File: src/rtl/simple_pkg.sv
// Shared defaults and helpers for the 'simple' netlist response collector.
package simple_pkg;

   localparam int unsigned WORD_W_DEF     = 8;
   localparam int unsigned FIFO_DEPTH_DEF = 4;
   localparam logic [7:0]  MISR_POLY_DEF  = 8'hB8;
   localparam logic [7:0]  MISR_SEED_DEF  = 8'h00;

   // Ceiling log2; used for pointer and bit-counter widths.
   function automatic int unsigned clog2(input int unsigned v);
      int unsigned r;
      r = 0;
      while ((64'd1 << r) < 64'(v)) r = r + 1;
      return r;
   endfunction

endpackage

File: src/rtl/simple_word_fifo.sv
// Synchronous first-word-fall-through FIFO holding packed response words.
module simple_word_fifo
   import simple_pkg::*;
#(
   parameter int unsigned W     = WORD_W_DEF,
   parameter int unsigned DEPTH = FIFO_DEPTH_DEF
) (
   input  logic         iccad_clk,
   input  logic         iccad_rst,
   input  logic         clr,
   input  logic         push,
   input  logic [W-1:0] push_data,
   input  logic         pop,
   output logic [W-1:0] pop_data,
   output logic         full,
   output logic         empty
);

   localparam int unsigned AW = clog2(DEPTH);
   localparam int unsigned PW = AW + 1;

   logic [W-1:0]  mem_q [DEPTH];
   logic [W-1:0]  mem_d [DEPTH];
   logic [PW-1:0] wr_ptr_q, wr_ptr_d;
   logic [PW-1:0] rd_ptr_q, rd_ptr_d;
   logic          pop_ok;
   logic          push_ok;

   assign empty    = (wr_ptr_q == rd_ptr_q);
   assign full     = (wr_ptr_q[AW] != rd_ptr_q[AW]) &&
                     (wr_ptr_q[AW-1:0] == rd_ptr_q[AW-1:0]);
   assign pop_data = mem_q[rd_ptr_q[AW-1:0]];
   assign pop_ok   = pop & ~empty;
   // A pop on the same edge frees the slot the push is about to use.
   assign push_ok  = push & (~full | pop_ok);

   always_comb begin
      mem_d    = mem_q;
      wr_ptr_d = wr_ptr_q;
      rd_ptr_d = rd_ptr_q;
      if (clr) begin
         for (int i = 0; i < int'(DEPTH); i++) mem_d[i] = '0;
         wr_ptr_d = '0;
         rd_ptr_d = '0;
      end else begin
         if (push_ok) begin
            mem_d[wr_ptr_q[AW-1:0]] = push_data;
            wr_ptr_d                = wr_ptr_q + PW'(1);
         end
         if (pop_ok) rd_ptr_d = rd_ptr_q + PW'(1);
      end
   end

   always_ff @(posedge iccad_clk or posedge iccad_rst) begin
      if (iccad_rst) begin
         for (int i = 0; i < int'(DEPTH); i++) mem_q[i] <= '0;
         wr_ptr_q <= '0;
         rd_ptr_q <= '0;
      end else begin
         mem_q    <= mem_d;
         wr_ptr_q <= wr_ptr_d;
         rd_ptr_q <= rd_ptr_d;
      end
   end

endmodule

File: src/rtl/simple_resp_collector.sv
// Samples the 'simple' netlist output, packs bits MSB-first into words, buffers them,
// and keeps a MISR signature of every sampled bit.
module simple_resp_collector
   import simple_pkg::*;
#(
   parameter int unsigned       WORD_W     = WORD_W_DEF,
   parameter int unsigned       FIFO_DEPTH = FIFO_DEPTH_DEF,
   parameter logic [WORD_W-1:0] MISR_POLY  = WORD_W'(MISR_POLY_DEF),
   parameter logic [WORD_W-1:0] MISR_SEED  = WORD_W'(MISR_SEED_DEF)
) (
   input  logic              iccad_clk,
   input  logic              iccad_rst,
   input  logic              clr,
   input  logic              en,
   input  logic              out_in,
   output logic [WORD_W-1:0] word_data,
   output logic              word_valid,
   input  logic              word_ready,
   output logic              overflow,
   output logic [WORD_W-1:0] signature
);

   localparam int unsigned     CNT_W    = clog2(WORD_W);
   localparam logic [CNT_W-1:0] LAST_BIT = CNT_W'(WORD_W - 1);

   logic [WORD_W-2:0] shreg_q, shreg_d;
   logic [CNT_W-1:0]  bit_cnt_q, bit_cnt_d;
   logic [WORD_W-1:0] sig_q, sig_d;
   logic              overflow_q, overflow_d;

   logic [WORD_W-1:0] push_word;
   logic [WORD_W-1:0] misr_next;
   logic              word_done;
   logic              push;
   logic              pop_fire;
   logic              fifo_full;
   logic              fifo_empty;

   assign push_word  = {shreg_q, out_in};
   assign word_done  = en & (bit_cnt_q == LAST_BIT);
   assign push       = word_done & ~clr;
   assign word_valid = ~fifo_empty;
   assign pop_fire   = word_valid & word_ready & ~clr;
   assign misr_next  = (sig_q << 1) ^ (sig_q[WORD_W-1] ? MISR_POLY : '0) ^ WORD_W'(out_in);
   assign signature  = sig_q;
   assign overflow   = overflow_q;

   always_comb begin
      shreg_d    = shreg_q;
      bit_cnt_d  = bit_cnt_q;
      sig_d      = sig_q;
      overflow_d = overflow_q;
      if (clr) begin
         shreg_d    = '0;
         bit_cnt_d  = '0;
         sig_d      = MISR_SEED;
         overflow_d = 1'b0;
      end else begin
         if (en) begin
            shreg_d   = push_word[WORD_W-2:0];
            bit_cnt_d = word_done ? '0 : bit_cnt_q + CNT_W'(1);
            sig_d     = misr_next;
         end
         // Completed word with nowhere to go is lost; remember it until cleared.
         if (push && fifo_full && !pop_fire) overflow_d = 1'b1;
      end
   end

   always_ff @(posedge iccad_clk or posedge iccad_rst) begin
      if (iccad_rst) begin
         shreg_q    <= '0;
         bit_cnt_q  <= '0;
         sig_q      <= MISR_SEED;
         overflow_q <= 1'b0;
      end else begin
         shreg_q    <= shreg_d;
         bit_cnt_q  <= bit_cnt_d;
         sig_q      <= sig_d;
         overflow_q <= overflow_d;
      end
   end

   simple_word_fifo #(
      .W     (WORD_W),
      .DEPTH (FIFO_DEPTH)
   ) u_fifo (
      .iccad_clk (iccad_clk),
      .iccad_rst (iccad_rst),
      .clr       (clr),
      .push      (push),
      .push_data (push_word),
      .pop       (word_ready),
      .pop_data  (word_data),
      .full      (fifo_full),
      .empty     (fifo_empty)
   );

endmodule

File: config.mk
export PLATFORM = sky130hd
export DESIGN_NAME = simple_resp_collector
export DESIGN_NICKNAME = d
export VERILOG_FILES = /design/src/rtl/simple_pkg.sv /design/src/rtl/simple_word_fifo.sv /design/src/rtl/simple_resp_collector.sv
export SDC_FILE = /design/constraint.sdc
export NUM_CORES = 1
export LEC_CHECK = 0
export ABC_AREA = 1
export CAP_MARGIN = 15
export CORE_MARGIN = 2
export CORE_UTILIZATION = 52
export CTS_BUF_LIST = sky130_fd_sc_hd__clkbuf_16
export CTS_CLUSTER_SIZE = 14
export DETAILED_ROUTE_END_ITERATION = 8
export PLACE_DENSITY_LB_ADDON = 0.05
export SYNTH_ARGS = -nofsm -noshare
export SYNTH_HDL_FRONTEND = slang
export SYNTH_SLANG_ARGS = --single-unit
File: constraint.sdc
create_clock -name iccad_clk -period 1.75 [get_ports iccad_clk]
set_clock_uncertainty 0.1 [all_clocks]
set_input_delay 0.2625 -clock iccad_clk [delete_from_list [all_inputs] [get_ports iccad_clk]]
set_output_delay 0.2625 -clock iccad_clk [all_outputs]
set_load 0.01 [all_outputs]
==> flow_summary.toml, run 1 <==
[outcome]
run_status = "finished, final reports clean"

[pwr]
ir_drop_mv = 0.5616
power_density_nw_per_um2 = 898.1
power_w = 0.003243
leakage_nw = 1.839

[global_route]
grt_pass1_vias = 2398
grt_usage_pct = 24.97
grt_pass1_wl_mm = 11.95
antenna_found_initial = 0
grt_overflow = 0
grt_max_degree = 55

[logic_synthesis]
ys_top_cells_by_count = "nand2_1, dfrtp_1, nand3_1, nand4_1, nor2_1"
async_flop_share_pct = 100.0
synth_compound_area_share_pct = 7.393
muxShareOfSynthArea_pct = 0
ys.flop_type = "dfrtp_1"
ys_seq_area_share_pct = 47.81
ys_ff_latch = 54
synth.avg_cell_area_um2 = 8.437
yosys.area_share.simple_pct = 31.43
netlist_top_cells_area = "dfrtp_1, nand3_1, nand2_1"
synthesis.nets = 348
syn_inst = 335
synth_top_area_share_pct = 47.81
synth_adder_area_share_pct = 3.099
ys_warn_count = 0
yosysMostFrequentCell = "nand2_1"
synth-xor-area-share_pct = 1.549
synth_edf_count = 0
synth_area_um2 = 2826
ys_types = 27
synth_top_cell_by_area = "dfrtp_1"
synth_top_family_by_area = "simple AND/OR/NAND/NOR gates"

[setup_path]
cp_data_required_time_ns = 1.39
cp_max_fo = 9
r2r_end = "u_fifo.mem_q[27]"
reg2reg_slack_ns = 0.09
crit_type = "register to output port"
rr_worst_depth = 9
r2r-start = "u_fifo.rd_ptr_q[0]"
cp-end-kind = "output port"
cpPeakStageDelay_ns = 0.46
start_kind = "register"
arrival_ns = 1.38
cp_cell_sequence = "inv_4 -> buf_12 -> nor2_1 -> o22ai_1 -> buf_2"
cp-startpoint = "u_fifo.rd_ptr_q[0]"
cp_slowest_cell = "dfrtp_2"

[cells_and_area]
seqCellArea_um2 = 1355
post_route_cells_drive_above_1_share_pct = 23.64
antenna_cells = 0
final_area_um2 = 3611
syn2layout_area_growth_pct = 27.76
fin_nets = 397
multi_input_area_um2 = 1279
fillers = 428

[route]
vias = 2519
firstDrtPassIters = 4
via_per_inst = 5.536
drt-total-wl_mm = 6.973
drt-initial-drc-count = 194
post_drt_wl_per_cell_um = 15.33
drc = 0
antenna_left = 0

[floorplan]
core_area_um2 = 5172
die_area_um2 = 6041
die_width_um = 77.73
io_pins = 24
num_rows = 26
initial_utilization_pct = 54.64
fp.dieH_um = 77.73

[place]
io_buffers = 23
placed_area_um2 = 3317
dpl.hpwl_mm = 4.773
gp_congestion = 0.8015

[clock_network]
cts_max_level = 2
cts_buffer_depth = 2
root_buffer = "clkbuf_16"
cts_tree = "yes"
cts_sinks = 54
clkLatencyLatePin_ns = 0.29
cts_buffers = 5
clk_pin_slew_ns = 0.07

[sta]
min_period_ns = 1.740
final-setup-viol-count = 0
fin_crit_sh_pct = 99.42
worst_pin_slew_ns = 0.3773
max_slew_margin_pct = 74.75
rsz0062_at_grt = "yes"
finalMaxSlewViolations = 0
setup-tns-final_ns = 0
hold_viol = 0
hold_ws_ns = 0.2373
max_freq_mhz = 574.7

[min_path]
worstHoldPathType = "input pin to asynchronous set/reset pin"

[run]
cap_violations = 0
## layout make-up
class | instances | area share [%]
Sequential cell | 54 | 37.53
Multi-Input combinational cell | 235 | 35.41
Timing Repair Buffer | 69 | 17.08
Clock buffer | 5 | 3.465
Tap cell | 70 | 2.426
Inverter | 19 | 2.183
Clock inverter | 3 | 1.906
## layer usage
layer / share of wire (%) / global-route usage (%) / vias to the layer above
met1: 48 / 34.99 / 1219
li1: - / - / 1238
met2: 47 / 40.52 / 55
met3: 4.1 / 4.186 / 7
met5: 0 / 0 / -
met4: 0.90 / 6.250 / 0
## cells by family (layout without fill, tap and decap cells)
group	count (synthesis)	in the layout
compound gates	39	39
xor+xnor	5	5
fa+ha+maj	7	7
buf+inv	46	96
flops	54	54
simple gates	184	184
## what timing repair did
action / 4_1_cts / 5_1_grt
pin swaps: 0 / 6
gates resized for setup: 42 / 27
buffers inserted: 4 / 2
endpoints found under the setup margin: 41 / 37
endpoints found under the hold margin: 0 / 0
hold buffers: 0 / 0
cloned: 1 / 0
## state kept, by name, summed over array words and instances, names as in the netlist
name	cells
bit_cnt_q	3
u_fifo.wr_ptr_q	3
u_fifo.rd_ptr_q	3
u_fifo.mem_q	32
shreg_q	7
overflow	1
signature	5
## power by group
part / switching (W) / internal (W)
Sequential: 0.0000299 / 0.00127
Clock: 0.000457 / 0.000822
Combinational: 0.000350 / 0.000318
## cells in the final DEF (no fill, tap or decap), drive strengths merged, types with 2 or more instances in the layout
cell           netlist  final
buf                 17     55
bufinv               0      2
clkbuf              10      5
clkdlybuf4s50        0     14
dfrtp               54     54
ha                   7      7
inv                 19     19
nand2               66     66
nand3               51     51
nand4               34     34
nor2                33     33
o21ai               28     28
o22ai                9      9
xnor2                4      4
## how the worst max path moves through the flow
stage / cells past startpoint / slack [ns] / endpoint
floorplan: 1 / 0.07 / bit_cnt_q[0]
global placement: 6 / -0.11 / word_valid
detailed placement: 4 / -0.11 / word_data[0]
CTS: 10 / 0.005 / u_fifo.mem_q[0]
global route: 5 / -0.05 / word_data[4]
finish: 5 / 0.01 / word_data[4]
## critical path: cells and delay by family, from the launching register on
kind	cells	cell delay [ns]
DFF	1	0.46
buffers and inverters	3	0.42
AOI/OAI and AO/OA	1	0.16
and+or+nand+nor	1	0.04
## per-stage QoR
stage,util (%),setup slack (ns),std cells
after detailed placement,64.13,-0.1097,440
after CTS,68.17,0.004993,453
after global routing,69.81,-0.04771,455
after floorplan,-,0.07292,335
final,69.81,0.01010,455
after global placement,64.13,-0.1054,440
Power figures use the tool's default switching activity.
==> run 2, diff against run 1 <==
--- a/config.mk
+++ b/config.mk
@@ -6,6 +6,7 @@
 export NUM_CORES = 1
 export LEC_CHECK = 0
 export ABC_AREA = 1
+export ABC_CLOCK_PERIOD_IN_PS = 1750
 export CAP_MARGIN = 15
 export CORE_MARGIN = 2
 export CORE_UTILIZATION = 52
==> results of run 2 <==
The final DEF is identical to that of run 1; final timing and power are the same.
==> run 3, diff against run 2 <==
--- a/config.mk
+++ b/config.mk
@@ -6,10 +6,11 @@
 export NUM_CORES = 1
 export LEC_CHECK = 0
 export ABC_AREA = 1
-export ABC_CLOCK_PERIOD_IN_PS = 1750
+export ABC_CLOCK_PERIOD_IN_PS = 2120
 export CAP_MARGIN = 15
+export CORE_ASPECT_RATIO = 2
 export CORE_MARGIN = 2
-export CORE_UTILIZATION = 52
+export CORE_UTILIZATION = 62
 export CTS_BUF_LIST = sky130_fd_sc_hd__clkbuf_16
 export CTS_CLUSTER_SIZE = 14
 export DETAILED_ROUTE_END_ITERATION = 8
==> constraint.sdc (replaced) <==
create_clock -name iccad_clk -period 2.12 [get_ports iccad_clk]
set_clock_uncertainty 0.1 [all_clocks]
set_input_delay 0.318 -clock iccad_clk [delete_from_list [all_inputs] [get_ports iccad_clk]]
set_output_delay 0.318 -clock iccad_clk [all_outputs]
set_load 0.01 [all_outputs]
==> run 3 against run 2 <==
Setup slack better by 0.12 ns. Sequential power down 18%. Cell area shrank 11%. Via count fell by 3.3%. Combinational power shrank 39%. Highest routed layer unchanged. Clock power decreased by 39%. Total power decreased by 30%. Count of clock-buffer cells in the layout unchanged. Wire length decreased by 3.6%. Sequential share of layout area rose by 4.3 points. Non-clock buffer count is 29 lower. Register-to-register slack improved by 0.05 ns.
==> flow_summary.toml, run 3 (synthesized netlist as in run 1, its figures left out) <==
[global_route]
grt_pass1_vias = 2389
grt_max_degree = 55
antenna_found_initial = 0
grt_usage_pct = 29.08
grt_overflow = 0
grt_pass1_wl_mm = 11.27

[sta]
setup-tns-final_ns = 0
final-setup-viol-count = 0
max_slew_margin_pct = 69.34
worst_pin_slew_ns = 0.4599
setup_slack_ns = 0.1262
rsz0062_at_grt = "yes"
max_freq_mhz = 501.6
min_period_ns = 1.994
finalMaxSlewViolations = 0
fin_crit_sh_pct = 94.05
hold_viol = 0

[setup_path]
cp_max_fo = 10
r2r_end = "u_fifo.mem_q[8]"
crit_type = "register to output port"
cp_top_family = "flip-flops"
cp_slowest_cell = "dfrtp_2"
cp-end-kind = "output port"
rr_worst_depth = 7
path_buf_inv = 2
cp.depth = 6
arrival_ns = 1.58
cp_data_required_time_ns = 1.70
start_kind = "register"
reg2reg_slack_ns = 0.14
crit_top_cell = "nand2_2"
r2r-start = "bit_cnt_q[0]"
cpPeakStageDelay_ns = 0.50
cp_cell_sequence = "inv_4 -> nand2_2 -> nand2_2 -> nor2_4 -> nand2_1 -> dlygate4sd2_1"

[cells_and_area]
antenna_cells = 0
final_area_um2 = 3231
largest_reg_flops = 32
syn2layout_area_growth_pct = 14.30
multi_input_area_um2 = 1229
mostFrequentLayoutCells = "nand2_1, dfrtp_1, nand3_1"
seqCellArea_um2 = 1353
regMostFlops = "u_fifo.mem_q"
fin_nets = 368
post_route_cells_drive_above_1_share_pct = 11.24
final_common_cell = "nand2_1"
fillers = 344

[clock_network]
cts_buffer_depth = 2
clk_pin_slew_ns = 0.07
root_buffer = "clkbuf_16"
cts_sinks = 54
cts_tree = "yes"
hold_buffers = 0
cts_max_level = 2
clkLatencyLatePin_ns = 0.29
cts_buffers = 5

[floorplan]
core_area_um2 = 4382
fp.dieH_um = 99.49
die_area_um2 = 5148
io_pins = 24
die_width_um = 51.75
num_rows = 34
initial_utilization_pct = 64.51

[place]
io_buffers = 23
preCtsSetupSlack_ns = 0.06081
placed_area_um2 = 3072
dpl.hpwl_mm = 4.673
gp_congestion = 0.8843

[pwr]
power_density_nw_per_um2 = 699.6
power_w = 0.002260
ir_drop_mv = 0.7639
leakage_nw = 1.682

[outcome]
run_status = "finished, final reports clean"

[route]
drt-initial-drc-count = 89
antenna_left = 0
via_per_inst = 5.939
drc = 0
drt-total-wl_mm = 6.723
vias = 2435
post_drt_wl_per_cell_um = 16.40
firstDrtPassIters = 5

[run]
cap_violations = 0

[min_path]
worstHoldPathType = "input pin to asynchronous set/reset pin"
-- run 3: cell count changes in the layout (fill, tap and decap cells not counted), sizes merged --
cell and change:
buf -38, bufinv -2, clkinv +1, dlygate4sd2 +9
inv +1
-- run 3: worst reg2reg max path, stage by stage (launching register included) --
cell,delay [ns]
dfrtp_1,0.38
ha_1,0.16
ha_1,0.14
nand2_1,0.13
nor2_2,0.31
nand3_1,0.35
nand3_1,0.21
nand2_1,0.09
-- run 3: layout make-up --
type | instances | share of cell area (%)
Clock buffer | 5 | 3.873
Clock inverter | 3 | 0.5422
Inverter | 19 | 2.363
Multi-Input combinational cell | 235 | 38.03
Sequential cell | 54 | 41.87
Tap cell | 54 | 2.091
Timing Repair Buffer | 40 | 11.23
-- run 3: worst max path at each step --
stage / from / end
3_5_place_dp: en / u_fifo.mem_q[28]
5_1_grt: bit_cnt_q[0] / u_fifo.mem_q[30]
4_1_cts: u_fifo.rd_ptr_q[1] / word_valid
3_3_place_gp: u_fifo.rd_ptr_q[1] / word_valid
6_report: u_fifo.rd_ptr_q[1] / word_valid
2_1_floorplan: iccad_rst / bit_cnt_q[0]
-- run 3: what timing repair did --
action                                  CTS  global route
setup buffers                             3             0
resized for setup                        11             0
endpoints found under the setup margin    9             5
endpoints found under the hold margin     0             0
-- run 3: where the power goes --
part	switching, W	internal (W)
sequential	0.0000247	0.00104
clock	0.000350	0.000433
combinational	0.000244	0.000163
total	0.000619	0.00164
-- run 3: metrics by stage --
stage	std cells	hold WS [ns]	utilization [%]
global placement	399	0.3782	70.10
detailed placement	399	0.3834	70.10
global route	410	0.3586	73.73
CTS	410	0.3094	73.73
floorplan	335	0.3635	-
finish	410	0.2925	73.73
-- run 3: per-layer routing --
metal / routed length (um) / vias to the layer above / global-route usage [%] / share of wire [%]
li1: - / 1182 / - / -
met1: 2558 / 1175 / 33.71 / 38
met2: 3794 / 65 / 53.55 / 56
met3: 227 / 13 / 3.604 / 3.4
met4: 142 / 0 / 9.312 / 2.1
met5: 0 / - / 0 / 0
